File: src/rtl/l0_skew_buffer_if.sv
// Data/handshake bundle between the L0 skew buffer and its producer/consumer.
// The slave side is the buffer; the master side drives pushes and read tokens.
interface l0_skew_buffer_if #(
  parameter int unsigned bw    = 4,
  parameter int unsigned row   = 8,
  parameter int unsigned depth = 64
);
  localparam int unsigned CW = $clog2(depth) + 1;

  logic              wr;
  logic              rd;
  logic              mode;
  logic [row*bw-1:0] in;
  logic [row*bw-1:0] out;
  logic [row-1:0]    o_valid;
  logic              o_full;
  logic              o_ready;
  logic              o_busy;
  logic [CW-1:0]     o_count;

  modport master (
    output wr, rd, mode, in,
    input  out, o_valid, o_full, o_ready, o_busy, o_count
  );

  modport slave (
    input  wr, rd, mode, in,
    output out, o_valid, o_full, o_ready, o_busy, o_count
  );
endinterface

File: src/rtl/l0_skew_buffer.sv
// Row-wise staging FIFOs feeding the west edge of the MAC array. All rows load together;
// drain is either broadside or skewed one cycle per row to form the systolic wavefront.
module l0_skew_buffer #(
  parameter int unsigned bw    = 4,
  parameter int unsigned row   = 8,
  parameter int unsigned depth = 64
) (
  input  logic            clk,
  input  logic            reset,
  l0_skew_buffer_if.slave bus
);

  localparam int unsigned PW = $clog2(depth);
  localparam int unsigned CW = PW + 1;

  logic [bw-1:0]     mem   [row][depth];
  logic [PW-1:0]     wptr  [row];
  logic [PW-1:0]     rptr  [row];
  logic [CW-1:0]     cnt   [row];
  logic [bw-1:0]     out_q [row];
  logic [row-1:0]    valid_q;
  logic [row-1:1]    tok_q;
  logic              eff_mode;

  logic              full_c;
  logic              ready_c;
  logic              busy_c;
  logic              wr_acc;
  logic              rd_acc;
  logic [row-1:0]    tok_c;
  logic [row-1:0]    pop_c;
  logic [row*bw-1:0] out_c;

  // Last row drains last, so it bounds write acceptance; row 0 drains first and bounds reads.
  always_comb begin
    full_c  = (cnt[row-1] == CW'(depth));
    ready_c = (cnt[0] != '0);
    busy_c  = |tok_q;
    wr_acc  = bus.wr & ~full_c;
    rd_acc  = bus.rd & ready_c;
  end

  // Token chain only advances in skewed mode, so broadside reads never raise busy.
  always_comb begin
    tok_c = {tok_q, rd_acc & eff_mode};
    pop_c = '0;
    for (int unsigned r = 0; r < row; r++) begin
      pop_c[r] = eff_mode ? tok_c[r] : rd_acc;
    end
  end

  always_comb begin
    out_c = '0;
    for (int unsigned r = 0; r < row; r++) begin
      out_c[r*bw +: bw] = out_q[r];
    end
  end

  assign bus.out     = out_c;
  assign bus.o_valid = valid_q;
  assign bus.o_full  = full_c;
  assign bus.o_ready = ready_c;
  assign bus.o_busy  = busy_c;
  assign bus.o_count = cnt[0];

  // Storage array is not reset; contents are only observed after a write.
  always_ff @(posedge clk) begin
    if (wr_acc) begin
      for (int unsigned r = 0; r < row; r++) begin
        mem[r][wptr[r]] <= bus.in[r*bw +: bw];
      end
    end
  end

  // Per-row pointers, occupancy and registered read data.
  always_ff @(posedge clk or negedge reset) begin
    if (!reset) begin
      for (int unsigned r = 0; r < row; r++) begin
        wptr[r]  <= '0;
        rptr[r]  <= '0;
        cnt[r]   <= '0;
        out_q[r] <= '0;
      end
      valid_q <= '0;
    end else begin
      for (int unsigned r = 0; r < row; r++) begin
        if (wr_acc) begin
          wptr[r] <= wptr[r] + PW'(1);
        end
        if (pop_c[r]) begin
          rptr[r]  <= rptr[r] + PW'(1);
          out_q[r] <= mem[r][rptr[r]];
        end
        if (wr_acc && !pop_c[r]) begin
          cnt[r] <= cnt[r] + CW'(1);
        end else if (!wr_acc && pop_c[r]) begin
          cnt[r] <= cnt[r] - CW'(1);
        end
      end
      valid_q <= pop_c;
    end
  end

  // Mode is only sampled while no wavefront is in flight or being launched.
  always_ff @(posedge clk or negedge reset) begin
    if (!reset) begin
      tok_q    <= '0;
      eff_mode <= 1'b0;
    end else begin
      tok_q <= tok_c[row-2:0];
      if (!busy_c && !rd_acc) begin
        eff_mode <= bus.mode;
      end
    end
  end

endmodule

File: src/flat_wrapper.sv
// flat-port wrapper written by rule: the top's interface ports become plain ports
module l0_skew_buffer_flat 
#(
  parameter int unsigned bw    = 4,
  parameter int unsigned row   = 8,
  parameter int unsigned depth = 64
)
  (clk, reset, bus_wr, bus_rd, bus_mode, bus_in, bus_out, bus_o_valid, bus_o_full, bus_o_ready, bus_o_busy, bus_o_count);
  l0_skew_buffer_if #(.bw(bw), .row(row), .depth(depth)) bus_i ();
  input  logic clk;
  input  logic reset;
  input wire logic [$bits(bus_i.wr)-1:0] bus_wr;
  input wire logic [$bits(bus_i.rd)-1:0] bus_rd;
  input wire logic [$bits(bus_i.mode)-1:0] bus_mode;
  input wire logic [$bits(bus_i.in)-1:0] bus_in;
  output wire logic [$bits(bus_i.out)-1:0] bus_out;
  output wire logic [$bits(bus_i.o_valid)-1:0] bus_o_valid;
  output wire logic [$bits(bus_i.o_full)-1:0] bus_o_full;
  output wire logic [$bits(bus_i.o_ready)-1:0] bus_o_ready;
  output wire logic [$bits(bus_i.o_busy)-1:0] bus_o_busy;
  output wire logic [$bits(bus_i.o_count)-1:0] bus_o_count;
  assign bus_i.wr = bus_wr;
  assign bus_i.rd = bus_rd;
  assign bus_i.mode = bus_mode;
  assign bus_i.in = bus_in;
  assign bus_out = bus_i.out;
  assign bus_o_valid = bus_i.o_valid;
  assign bus_o_full = bus_i.o_full;
  assign bus_o_ready = bus_i.o_ready;
  assign bus_o_busy = bus_i.o_busy;
  assign bus_o_count = bus_i.o_count;
  l0_skew_buffer #(.bw(bw), .row(row), .depth(depth)) u_core (.clk(clk), .reset(reset), .bus(bus_i));
endmodule
File: config.mk
export PLATFORM = sky130hd
export DESIGN_NAME = l0_skew_buffer_flat
export DESIGN_NICKNAME = d
export VERILOG_FILES = /design/src/rtl/l0_skew_buffer_if.sv /design/src/rtl/l0_skew_buffer.sv /design/src/flat_wrapper.sv
export SDC_FILE = /design/constraint.sdc
export NUM_CORES = 2
export LEC_CHECK = 0
export ABC_AREA = 1
export CAP_MARGIN = 40
export CORE_AREA = 2 2 400 402
export DETAILED_ROUTE_END_ITERATION = 10
export DIE_AREA = 0 0 402 404
export GPL_TIMING_DRIVEN = 0
export PLACE_DENSITY = 0.79
export SYNTH_ARGS = -nofsm -noshare
export SYNTH_HDL_FRONTEND = slang
export SYNTH_SLANG_ARGS = --single-unit
File: constraint.sdc
create_clock -name clk -period 4.57 [get_ports clk]
set_clock_uncertainty 0.2 [all_clocks]
set_input_delay 0.457 -clock clk [delete_from_list [all_inputs] [get_ports clk]]
set_output_delay 0.457 -clock clk [all_outputs]
set_load 0.005 [all_outputs]
==> reports/metrics.yaml <==
sta:
  period_minus_slack_ns: 3.94
  layout_setup_ws_ns: 0.629
  rsz0062_at_grt: "no"
  slew_viol_final: 0
  hold_violations: 0
  fmax_ghz: 0.254
  relSlewSlack_pct: 37.9
  fin_crit_sh_pct: 86.2
  setup_violations: 0
  worst_pin_slew_ns: 0.928
setup_path:
  max_stage_delay_ns: 0.53
  path_cells: "nor2_1 > nand3_1 > nor2_1 > inv_1 > nand2_2 > inv_2 > clkbuf_2 > ha_1 > inv_1 > ha_1 > a21oi_1 > nand2_1 > nand2_1 > nand2_1 > nand2_1 > nand2_1 > xor2_1 > nand2_1 > nand2_1"
  cp_slowest_cell: "clkbuf_2"
  worstReg2RegEnd: "u_core.bus.o_count[5]"
  rrSetupSlack_ns: 0.63
  critPathLaunchType: "register"
  cp.buffers_inverters: 4
  cp_num_cells: 19
  required_ns: 5.09
  critical_path_arrival_ns: 4.46
  cp_common_cell: "nand2_1"
  cp-end-kind: "register"
  r2r_cells: 19
  path_max_fanout: 11
  crit_type: "register to register"
  critPathTopFamily: "simple AND/OR/NAND/NOR gates"
  r2r_start: "u_core.cnt[0]"
synthesis:
  muxShareOfSynthArea_pct: 0
  yosysSeqAreaShare_pct: 69.4
  synth.distinct_cells: 30
  syn-num-nets: 9058
  synth_cells: 8991
  synth_top_family_by_area: "simple AND/OR/NAND/NOR gates"
  yosys_register_bits: 2206
  synth_area_per_cell_um2: 10.5
  synth-simple-area-share_pct: 22.1
  synth-adder-area-share_pct: 0.414
  synth-xor-area-share_pct: 0.678
  yosysWarnings: 0
  syn_area_mm2: 0.0944
  synth-compound-area-share_pct: 2.01
status:
  status: "complete, no violations"
placed_design:
  dpl.cell_count: 11200
  dp_hpwl_um: 171000
  postPlaceCellArea_mm2: 0.0985
  gp_congestion: 0.968
  pre_cts_ws_ns: 0.512
  portBuffers: 86
global_routing:
  grt_first_pass_wirelength_um: 387000
  grt-ovfl-total: 0
  grt_pass1_vias: 66200
  antenna_found_initial: 4
  grt_max_degree: 76
  groute.usage.overall_pct: 31.4
floorplan:
  dieArea_mm2: 0.162
  io-pin-count: 87
  floorplan.die.width_um: 402
  fp.dieH_um: 404
  fp.coreArea_mm2: 0.158
  start_util_pct: 59.8
  row_count: 146
clocking:
  cts_tree: "built"
  cts-htree-levels: 4
  cts.clk_slew.worst_paths_ns: 0.07
  cts_sinks: 2206
  numCtsBuffers: 215
  root_buffer: "clkbuf_16"
  clock_latency_ns: 0.86
  cts_buffer_depth: 3
finish:
  drive_gt1_share_pct: 7.22
  fill_cells: 11500
  fin_nets: 9441
  syn2layout_area_growth_pct: 12.4
  fin_cells: 11600
  stdcell_area_mm2: 0.106
pwr:
  peakVddDrop_uv: 505
  p_per_area_mw_per_mm2: 626
  finalPower_mw: 66.3
  power.leakage_nw: 42.0
route:
  wl_um: 258000
  via_count: 68500
  routedWlPerCell_um: 22.1
  drc_errors: 0
  via_per_inst: 5.88
  drtPass1Iterations: 8
  drt_iter0_markers: 9339
  detail-route-antenna-nets: 0
worst_hold_path:
  hold_end: "u_core.mem[0][482]"
  holdPathStages: 1
  hp-start: "bus_in[6]"
  hold_class: "input port to register"
run:
  drv_cap: 0
layout make-up:
class	count	area (um^2)	area share, %
clock buffer	268	5740	5.42
tap	2072	2590	2.45
inverter	819	3070	2.90
sequential	2206	65500	61.7
antenna	1	2.50	0.00236
clock inverter	136	1450	1.36
timing repair buffer	166	1880	1.78
buffer	429	2040	1.93
multi-input combinational	5537	23800	22.4
repair_timing:
| item | 4_1_cts | 5_1_grt |
|---|---|---|
| hold buffers | 35 | 0 |
| hold endpoints to repair | 851 | 0 |
| resized for setup | 0 | 0 |
| buffers inserted | 0 | 0 |
cells in the final DEF, fill, tap and decap left out, types with 9 or more instances in the layout:
cell type and count:
buf_1 26, inv_2 12, clkbuf_8 10, clkinv_2 60, nor3_1 30, clkinv_1 59, bufinv_16 28, clkbuf_16 218
and3_1 12, clkbuf_1 182, nor2_1 807, edfxtp_1 2048, o211ai_1 75, buf_4 43, buf_12 31, buf_2 249
dlygate4sd3_1 35, o21ai_0 115, a21oi_1 141, nand3_1 1183, nand2_1 2989, dfrtp_1 158, inv_1 779, buf_6 11
ha_1 28, clkdlybuf4s50_1 53, xor2_1 66, nand4_1 58, nor4_1 9
routing by layer:
metal | part of all wire [%] | global-route usage [%]
met2 | 46 | 49.8
met3 | 11 | 6.32
met5 | 0.012 | 0
met4 | 4.0 | 12.6
met1 | 38 | 43.1
per-stage QoR:
stage,util (%),setup TNS (ns),hold slack [ns]
3_3_place_gp,62.0,-914.32,0.192
3_5_place_dp,62.4,0,0.110
6_report,67.2,0,0.0385
5_1_grt,67.2,0,0.0609
2_1_floorplan,-,0,-0.0386
4_1_cts,67.2,0,0.0201
synthesized netlist by cell type, drive strengths merged:
| master | count | area share (%) |
|---|---|---|
| a21oi | 141 | 0.75 |
| and3 | 12 | 0.080 |
| buf | 286 | 1.6 |
| clkbuf | 143 | 0.57 |
| clkinv | 28 | 0.11 |
| dfrtp | 158 | 4.2 |
| edfxtp | 2048 | 65 |
| fa | 2 | 0.042 |
| ha | 28 | 0.37 |
| inv | 791 | 3.1 |
| nand2 | 2991 | 12 |
| nand3 | 1183 | 6.3 |
| nand4 | 58 | 0.38 |
| nor2 | 808 | 3.2 |
| nor3 | 31 | 0.17 |
| nor4 | 9 | 0.060 |
| o211ai | 75 | 0.60 |
| o21ai | 122 | 0.65 |
| o22ai | 2 | 0.013 |
| or2 | 2 | 0.013 |
| xnor2 | 7 | 0.065 |
| xor2 | 66 | 0.61 |
how the worst max path moves through the flow:
stage,endpoint,slack [ns],start
after floorplan,u_core.cnt[6],1.79,u_core.bus.o_count[5]
after global placement,u_core.bus.o_count[5],-5.85,reset
after detailed placement,u_core.cnt[6],0.51,bus_rd
after CTS,u_core.cnt[6],0.66,u_core.cnt[0]
after global routing,u_core.bus.o_count[5],0.35,u_core.cnt[0]
final,u_core.bus.o_count[5],0.63,u_core.cnt[0]
power by group:
part	internal (mW)	switching [mW]
registers	23.4	0.823
logic	6.49	17.6
clock network	10.5	7.56
total	40.4	25.9
logic make-up (layout without fill, tap and decap cells):
| logic type | Yosys count | in the layout |
|---|---|---|
| and+or+nand+nor | 5094 | 5094 |
| DFF | 2206 | 2206 |
| buffers and inverters | 1248 | 1818 |
| AOI/OAI and AO/OA | 340 | 340 |
| xor gates and xnor gates | 73 | 73 |
| adders and majority gates | 30 | 30 |
| other | 0 | 1 |
worst reg2reg max path, cell delays in order, from the launching register on:
cell and delay (ns):
dfrtp_1 0.44, nor2_1 0.13, nand3_1 0.07, nor2_1 0.14
inv_1 0.07, nand2_2 0.37, inv_2 0.19, clkbuf_2 0.53
ha_1 0.43, inv_1 0.19, ha_1 0.32, a21oi_1 0.16
nand2_1 0.08, nand2_1 0.08, nand2_1 0.05, nand2_1 0.05
nand2_1 0.06, xor2_1 0.14, nand2_1 0.05, nand2_1 0.06
registers in the layout, summed over array words and instances, names as in the netlist:
| register | cells |
|---|---|
| u_core.eff_mode | 1 |
| u_core.tok_q | 7 |
| u_core.rptr | 48 |
| u_core.cnt | 7 |
| u_core.bus.out | 32 |
| u_core.mem | 2048 |
| u_core.bus.o_count | 7 |
| u_core.bus.o_valid | 8 |
| u_core.wptr | 48 |
(Power assumes the default switching activity.)
